$ cat config.mk
export PLATFORM = sky130hd
export DESIGN_NAME = cache_mem_arbiter
export DESIGN_NICKNAME = d
export VERILOG_FILES = /design/src/rtl/cache_mem_arbiter.sv
export SDC_FILE = /design/constraint.sdc
export NUM_CORES = 1
export LEC_CHECK = 0
export CAP_MARGIN = 20
export CORE_AREA = 2 2 103 105
export DETAILED_ROUTE_END_ITERATION = 10
export DIE_AREA = 0 0 105 107
export PLACE_DENSITY_LB_ADDON = 0.1
export SLEW_MARGIN = 40
export SYNTH_ARGS = -nofsm -noshare
export SYNTH_HDL_FRONTEND = slang
export SYNTH_SLANG_ARGS = --single-unit
export TNS_END_PERCENT = 50
$ cat constraint.sdc
create_clock -name CLK -period 3.45 [get_ports CLK]
set_input_delay 0.345 -clock CLK [delete_from_list [all_inputs] [get_ports CLK]]
set_output_delay 0.345 -clock CLK [all_outputs]
set_load 0.005 [all_outputs]
$ cat src/rtl/cache_mem_arbiter.sv
// cpu_types_pkg: shared RAM status encoding used by the cache memory path.
package cpu_types_pkg;
    localparam int unsigned WORD_W = 32;

    typedef enum logic [1:0] {
        FREE   = 2'd0,
        BUSY   = 2'd1,
        ACCESS = 2'd2,
        ERROR  = 2'd3
    } ramstate_t;
endpackage

// cache_mem_arbiter: grants the single-ported RAM to the icache or dcache
// (data side has priority, pre-empting instruction fetches only at word
// boundaries) and returns the wait/load handshake to the granted requester.
// Ports:
//   CLK, nRST                 clock, async active-low reset
//   iREN, iaddr               instruction fetch request / address
//   iwait, iload              fetch handshake (low on completion) / data
//   dREN, dWEN, daddr, dstore data read/write request, address, write data
//   dwait, dload              data handshake (low on completion) / data
//   ramREN, ramWEN, ramaddr, ramstore, ramload, ramstate   RAM port
//   memerr                    sticky: RAM reported ERROR during a grant
module cache_mem_arbiter
    import cpu_types_pkg::*;
(
    input  logic                    CLK,
    input  logic                    nRST,
    input  logic                    iREN,
    input  logic [WORD_W-1:0]       iaddr,
    output logic                    iwait,
    output logic [WORD_W-1:0]       iload,
    input  logic                    dREN,
    input  logic                    dWEN,
    input  logic [WORD_W-1:0]       daddr,
    input  logic [WORD_W-1:0]       dstore,
    output logic                    dwait,
    output logic [WORD_W-1:0]       dload,
    output logic                    ramREN,
    output logic                    ramWEN,
    output logic [WORD_W-1:0]       ramaddr,
    output logic [WORD_W-1:0]       ramstore,
    input  logic [WORD_W-1:0]       ramload,
    input  ramstate_t               ramstate,
    output logic                    memerr
);

    typedef enum logic [1:0] {
        IDLE  = 2'd0,
        DSERV = 2'd1,
        ISERV = 2'd2
    } state_t;

    state_t state, next_state;
    logic   dreq;

    assign dreq = dREN | dWEN;

    // Grant register
    always_ff @(posedge CLK or negedge nRST) begin
        if (!nRST) begin
            state <= IDLE;
        end else begin
            state <= next_state;
        end
    end

    // Next-state arbitration; data side wins ties and pre-empts at word ends
    always_comb begin
        next_state = state;
        case (state)
            IDLE: begin
                if (dreq) begin
                    next_state = DSERV;
                end else if (iREN) begin
                    next_state = ISERV;
                end
            end
            DSERV: begin
                if (!dreq) begin
                    next_state = iREN ? ISERV : IDLE;
                end
            end
            ISERV: begin
                if ((ramstate == ACCESS) && dreq) begin
                    next_state = DSERV;
                end else if (!iREN) begin
                    next_state = dreq ? DSERV : IDLE;
                end
            end
            default: next_state = IDLE;
        endcase
    end

    // RAM drive and handshake, combinational from grant and requester inputs
    always_comb begin
        ramREN   = 1'b0;
        ramWEN   = 1'b0;
        ramaddr  = '0;
        ramstore = '0;
        iwait    = 1'b1;
        dwait    = 1'b1;
        case (state)
            DSERV: begin
                ramWEN   = dWEN;
                ramREN   = dREN & ~dWEN;
                ramaddr  = daddr;
                ramstore = dstore;
                dwait    = (ramstate != ACCESS);
            end
            ISERV: begin
                ramREN  = iREN;
                ramaddr = iaddr;
                iwait   = (ramstate != ACCESS);
            end
            default: ;
        endcase
    end

    // Load data is broadcast; only meaningful in the completion cycle
    assign iload = ramload;
    assign dload = ramload;

    // Sticky error flag, set by an ERROR status while any grant is held
    always_ff @(posedge CLK or negedge nRST) begin
        if (!nRST) begin
            memerr <= 1'b0;
        end else if ((state != IDLE) && (ramstate == ERROR)) begin
            memerr <= 1'b1;
        end
    end

endmodule

==> results of run 1 <==
## metrics by stage
step,hold WS (ps),setup WS (ps),total power [mW],std cells,util [%]
floorplan,49.41,1737,0.7279,204,-
global placement,468.0,942.5,1.479,437,28.13
detailed placement,474.9,938.6,1.467,437,28.13
CTS,329.2,689.3,1.580,441,28.58
global route,333.2,542.8,1.683,441,28.58
finish,324.1,736.4,1.531,441,28.58
## per-layer routing
metal  vias up  GRT usage (%)
met4         0          5.810
met2       115          19.94
met3        36          3.161
li1        815              -
met1       750          9.752
met5         -              0
## Yosys cell counts
master	count
nor3_1	1
and2_1	33
or2_1	1
a211o_1	1
o21bai_1	1
a21boi_0	1
clkbuf_1	14
ha_1	4
dfrtp_1	3
a21oi_1	1
buf_4	64
nor2_1	3
nor2b_1	33
nand2_1	4
inv_1	2
nor3b_1	1
mux2_4	2
nand3b_1	1
buf_2	1
a22oi_1	33
## power breakdown
group / internal, mW / switching [mW] / leakage, nW / total (mW)
clock network: 0.0786 / 0.0213 / 0.0228 / 0.0999
logic: 0.840 / 0.532 / 0.960 / 1.37
registers: 0.0462 / 0.0126 / 0.0340 / 0.0588
total: 0.965 / 0.566 / 1.02 / 1.53
## worst min-delay path by stage
stage,start,slack (ps),end
final,nRST,320,memerr
after global routing,nRST,330,state[0]
after CTS,nRST,330,memerr
after detailed placement,memerr,470,memerr
after global placement,memerr,470,memerr
after floorplan,nRST,50,memerr
## layout make-up
type / instances / area, sq um
clock buffers: 4 / 45.04
well taps: 136 / 170.2
flip-flops and latches: 3 / 75.07
inverters: 2 / 7.507
fillers: 1128 / 7208
repair buffers: 176 / 1762
multi-input cells: 120 / 824.5
## sequential cells by signal (all words and copies together), names as in the netlist
register	cells
memerr	1
state	2
## cells by family after synthesis
group           share of synthesized area, %
flops                                  5.204
mux                                    2.082
compound gates                         19.17
fa+ha+maj                              3.469
buf+inv                                37.81
simple gates                           32.26
## layout by cell type (no fill, tap or decap)
master           instances
mux2_4                   2
buf_4                    4
clkbuf_1                 1
buf_12                   1
a21boi_0                 1
clkdlybuf4s50_1        171
nor2_1                   3
or2_1                    1
nand2_1                  4
nand3b_1                 1
a22oi_1                 33
ha_1                     3
and2_1                  33
dfrtp_1                  3
nor2b_1                 33
ha_2                     1
o21bai_1                 1
nor3b_1                  1
nor3_1                   1
inv_1                    2
a21oi_1                  1
a211o_1                  1
clkbuf_8                 3
==> impl_metrics.yaml, run 1 <==
outcome:
  status: "complete, no violations"
synthesis:
  synth_top_area_share_pct: 33.30
  yosysSeqAreaShare_pct: 5.204
  syn_nets: 343
  yosysUniqueCellTypes: 20
  synth_area_leaders: "buf_4 33%, a22oi_1 17%, and2_1 14%, nor2b_1 14%, dfrtp_1 5.2%"
  ys_warn_count: 0
  syn_area_sq_mm: 0.001443
  syn_inst: 204
  ys_ff_latch: 3
  avgSynthCellArea_sq_um: 7.072
  yosysTopAreaCell: "buf_4"
final_layout:
  final_cell_area_sq_mm: 0.002884
  diodes: 0
  syn2layout_area_growth_pct: 99.91
  nets: 445
  drive_gt1_share_pct: 3.607
global_route:
  grt_pass1_vias: 1878
  grt_first_pass_wirelength_microns: 9473
  grt_usage_pct: 10.39
  grt_max_degree: 39
  grt_antenna_before_repair: 0
  grt_overflow: 0
floorplanning:
  rows: 37
  die_w_microns: 105
  core_sq_mm: 0.01009
  io_pins: 268
  die_area_sq_mm: 0.01124
  die_h_microns: 107
  initial_utilization_pct: 14.29
worst_setup_path:
  reg2reg_slack_ps: 1420
  slowest_stage: "ha_2"
  cp.depth: 6
  path_max_fanout: 38
  path_buf_inv: 3
  critPathMaxStageDelay_ps: 570
  cp-start-kind: "flop"
  crit_family: "buffers and inverters"
  worstReg2RegStart: "state[1]"
  worstSetupPathType: "flop to output pin"
  crit_required_ps: 3110
  critPathCapture: "ramREN"
  crit_arrival_ps: 2370
  startpoint: "state[1]"
  cp-end-kind: "output pin"
  crit-reg2reg-capture: "state[1]"
  worstPathCellList: "inv_1, ha_2, buf_12, nand3b_1, a21boi_0, clkdlybuf4s50_1"
  r2r_cells: 5
routing:
  wl_met3_microns: 719
  drtAntennaViolNets: 0
  wl_met1_microns: 2007
  highest_layer: "met4"
  dr.pass1.iters: 4
  totalWireLength_microns: 6103
  dr_wl_met2_microns: 3086
  vias: 1716
  wl_per_cell_microns: 13.84
  remaining_drc_errors: 0
  avgViaCountPerCell: 3.891
  drt_iter0_markers: 39
timing:
  tightest_slew_ps: 601.1
  slew_headroom_pct: 59.92
  setup_violations: 0
  slew_viol_final: 0
  min_period_ps: 2714
  hold_viol: 0
  rsz0062_at_grt: "false"
  tns_ps: 0
  finClkSkew_ps: 0.2926
  fmax_mhz: 368.5
  period_share_pct: 78.65
place:
  port_buffers: 171
  placed_area_sq_mm: 0.002839
  dpl.hpwl_microns: 5058
  place_congestion: 0.7342
cts:
  post_cts_resized: 0
  tritoncts: "done"
  clock-sinks: 3
  cts_root_buf: "clkbuf_8"
  clock_latency_ps: 210
  clock_path_buffers: 2
  path_clk_slew_ps: 30
  cts_max_level: 1
  cts_buffers: 3
  cts_setup_buffers: 0
  cts_hold_buf: 0
power_and_ir_drop:
  peakVddDrop_mv: 0.1401
  p_leak_nw: 1.017
  power.density_mw_per_mm2: 531.0
run:
  drv_cap: 0
min_path:
  min_path_type: "input pin to asynchronous set/reset pin"
Power figures use the tool's default switching activity.
==> run 2: changes to the inputs <==
- CORE_AREA: 2 2 103 105 -> 2 2 105 107
- DIE_AREA: 0 0 105 107 -> 0 0 107 109
- clock period: 3.45 -> 2.2 ns (I/O delays scaled with it)
==> impl_metrics.yaml, run 2 (synthesized netlist as in run 1, its figures left out) <==
cts:
  cts_setup_buffers: 0
  clock_path_buffers: 2
  path_clk_slew_ps: 30
  cts_root_buf: "clkbuf_8"
  clock-sinks: 3
  cts_max_level: 1
  tritoncts: "done"
  clock_latency_ps: 220
  cts_buffers: 3
final_layout:
  syn2layout_area_growth_pct: 110.5
  top_register: "state"
  largest_register_ffs: 2
  diodes: 0
  drive_gt1_share_pct: 6.189
  top_regs: "state x2, memerr x1"
  final_util_pct: 28.64
  nFillCells: 1155
  layout_common_cells: "169 x clkdlybuf4s50_1, 33 x a22oi_1, 33 x nor2b_1, 33 x and2_1"
  nets: 447
  instances_no_fill: 447
  layout_commonest_cell: "clkdlybuf4s50_1"
worst_setup_path:
  slowest_stage: "clkdlybuf4s50_1"
  critPathMaxStageDelay_ps: 520
  worstSetupPathType: "flop to output pin"
  worstPathCellList: "inv_2, ha_4, buf_12, a22oi_1, nor2b_1, clkdlybuf4s50_1"
  r2r_cells: 7
  cp-start-kind: "flop"
  reg2reg_slack_ps: 490
  crit-reg2reg-capture: "state[1]"
  cp-end-kind: "output pin"
  crit_arrival_ps: 1890
  path_buf_inv: 3
  startpoint: "state[1]"
  crit_required_ps: 1980
  path_max_fanout: 24
  crit_family: "buffers and inverters"
  worstReg2RegStart: "state[0]"
power_and_ir_drop:
  power.density_mw_per_mm2: 914.0
  combPwrFrac_pct: 90.4
  peakVddDrop_mv: 0.2699
  finalPower_mw: 2.776
  p_sw_mw: 1.017
  pwr-share-clk_pct: 5.8
  internal_power_mw: 1.759
  p_leak_nw: 1.091
  pwr-share-seq_pct: 3.8
  swShare_pct: 36.64
global_route:
  grt_overflow: 0
  grt_usage_pct: 9.425
  grt_first_pass_wirelength_microns: 8638
  grt_pass1_vias: 1725
  grt_max_degree: 49
  grt_antenna_before_repair: 0
floorplanning:
  die_h_microns: 109
  die_area_sq_mm: 0.01166
  initial_utilization_pct: 13.61
  core_sq_mm: 0.01060
  rows: 38
  die_w_microns: 107
  io_pins: 268
place:
  port_buffers: 171
  place_ws_ps: 196.2
  place_inst: 440
  dpl.hpwl_microns: 4807
  place_congestion: 0.6736
routing:
  vias: 1710
  remaining_drc_errors: 0
  dr.pass1.iters: 4
  dr_wl_met2_microns: 3392
  highest_layer: "met4"
  wl_met3_microns: 780
  wl_met1_microns: 2265
  drt_iter0_markers: 54
  wl_per_cell_microns: 14.91
  totalWireLength_microns: 6663
  drtAntennaViolNets: 0
  avgViaCountPerCell: 3.826
timing:
  finClkSkew_ps: 4.375
  slew_viol_final: 0
  min_period_ps: 2105
  fin_ws_ps: 94.52
  setup_violations: 0
  fmax_mhz: 475.0
  period_share_pct: 95.70
  hold-worst-slack_ps: 199.7
  hold_viol: 0
  tightest_slew_ps: 333.0
  slew_headroom_pct: 77.75
  rsz0062_at_grt: "true"
run:
  drv_cap: 0
min_path:
  min_path_type: "input pin to asynchronous set/reset pin"
outcome:
  status: "complete, no violations"
## run 2: per-layer routing
metal  GRT usage [%]  vias up
li1                -      816
met1           8.945      744
met2           17.24      118
met3           3.825       32
met4           5.380        0
met5               0        -
## run 2: worst max-delay path by stage
| stage | end | depth (start not counted) | slack (ps) |
|---|---|---|---|
| CTS | ramREN | 6 | 4 |
| finish | ramaddr[15] | 6 | 90 |
| global placement | ramREN | 6 | 230 |
| detailed placement | ramREN | 6 | 200 |
| global route | ramREN | 6 | -10 |
| floorplan | ramaddr[0] | 6 | 610 |
## run 2: repair_timing
action,4_1_cts,5_1_grt
hold buffers,0,0
gates resized for setup,1,14
gates cloned,0,3
endpoints found under the setup margin,1,33
hold endpoints to repair,0,0
## run 2: stage by stage
step	TNS [ps]	instance area (sq um)
global route	-28.68	3037
detailed placement	0	2861
finish	0	3037
CTS	0	2910
global placement	0	2861
floorplan	0	1443
## run 2: cell type report
cell class	instances	area [sq um]	share of cell area, %
multi-input cells	120	859.6	28.31
well taps	140	175.2	5.768
repair buffers	178	1872	61.64
inverters	2	7.507	0.2472
flip-flops and latches	3	77.57	2.555
clock buffers	4	45.04	1.483
## run 2: power groups by stage
stage / clock network, mW / logic [mW] / registers (mW)
finish: 0.161 / 2.51 / 0.105
global route: 0.172 / 2.75 / 0.108
CTS: 0.163 / 2.26 / 0.0903
detailed placement: 0 / 2.24 / 0.0914
global placement: 0 / 2.27 / 0.0890
floorplan: 0 / 1.06 / 0.0864
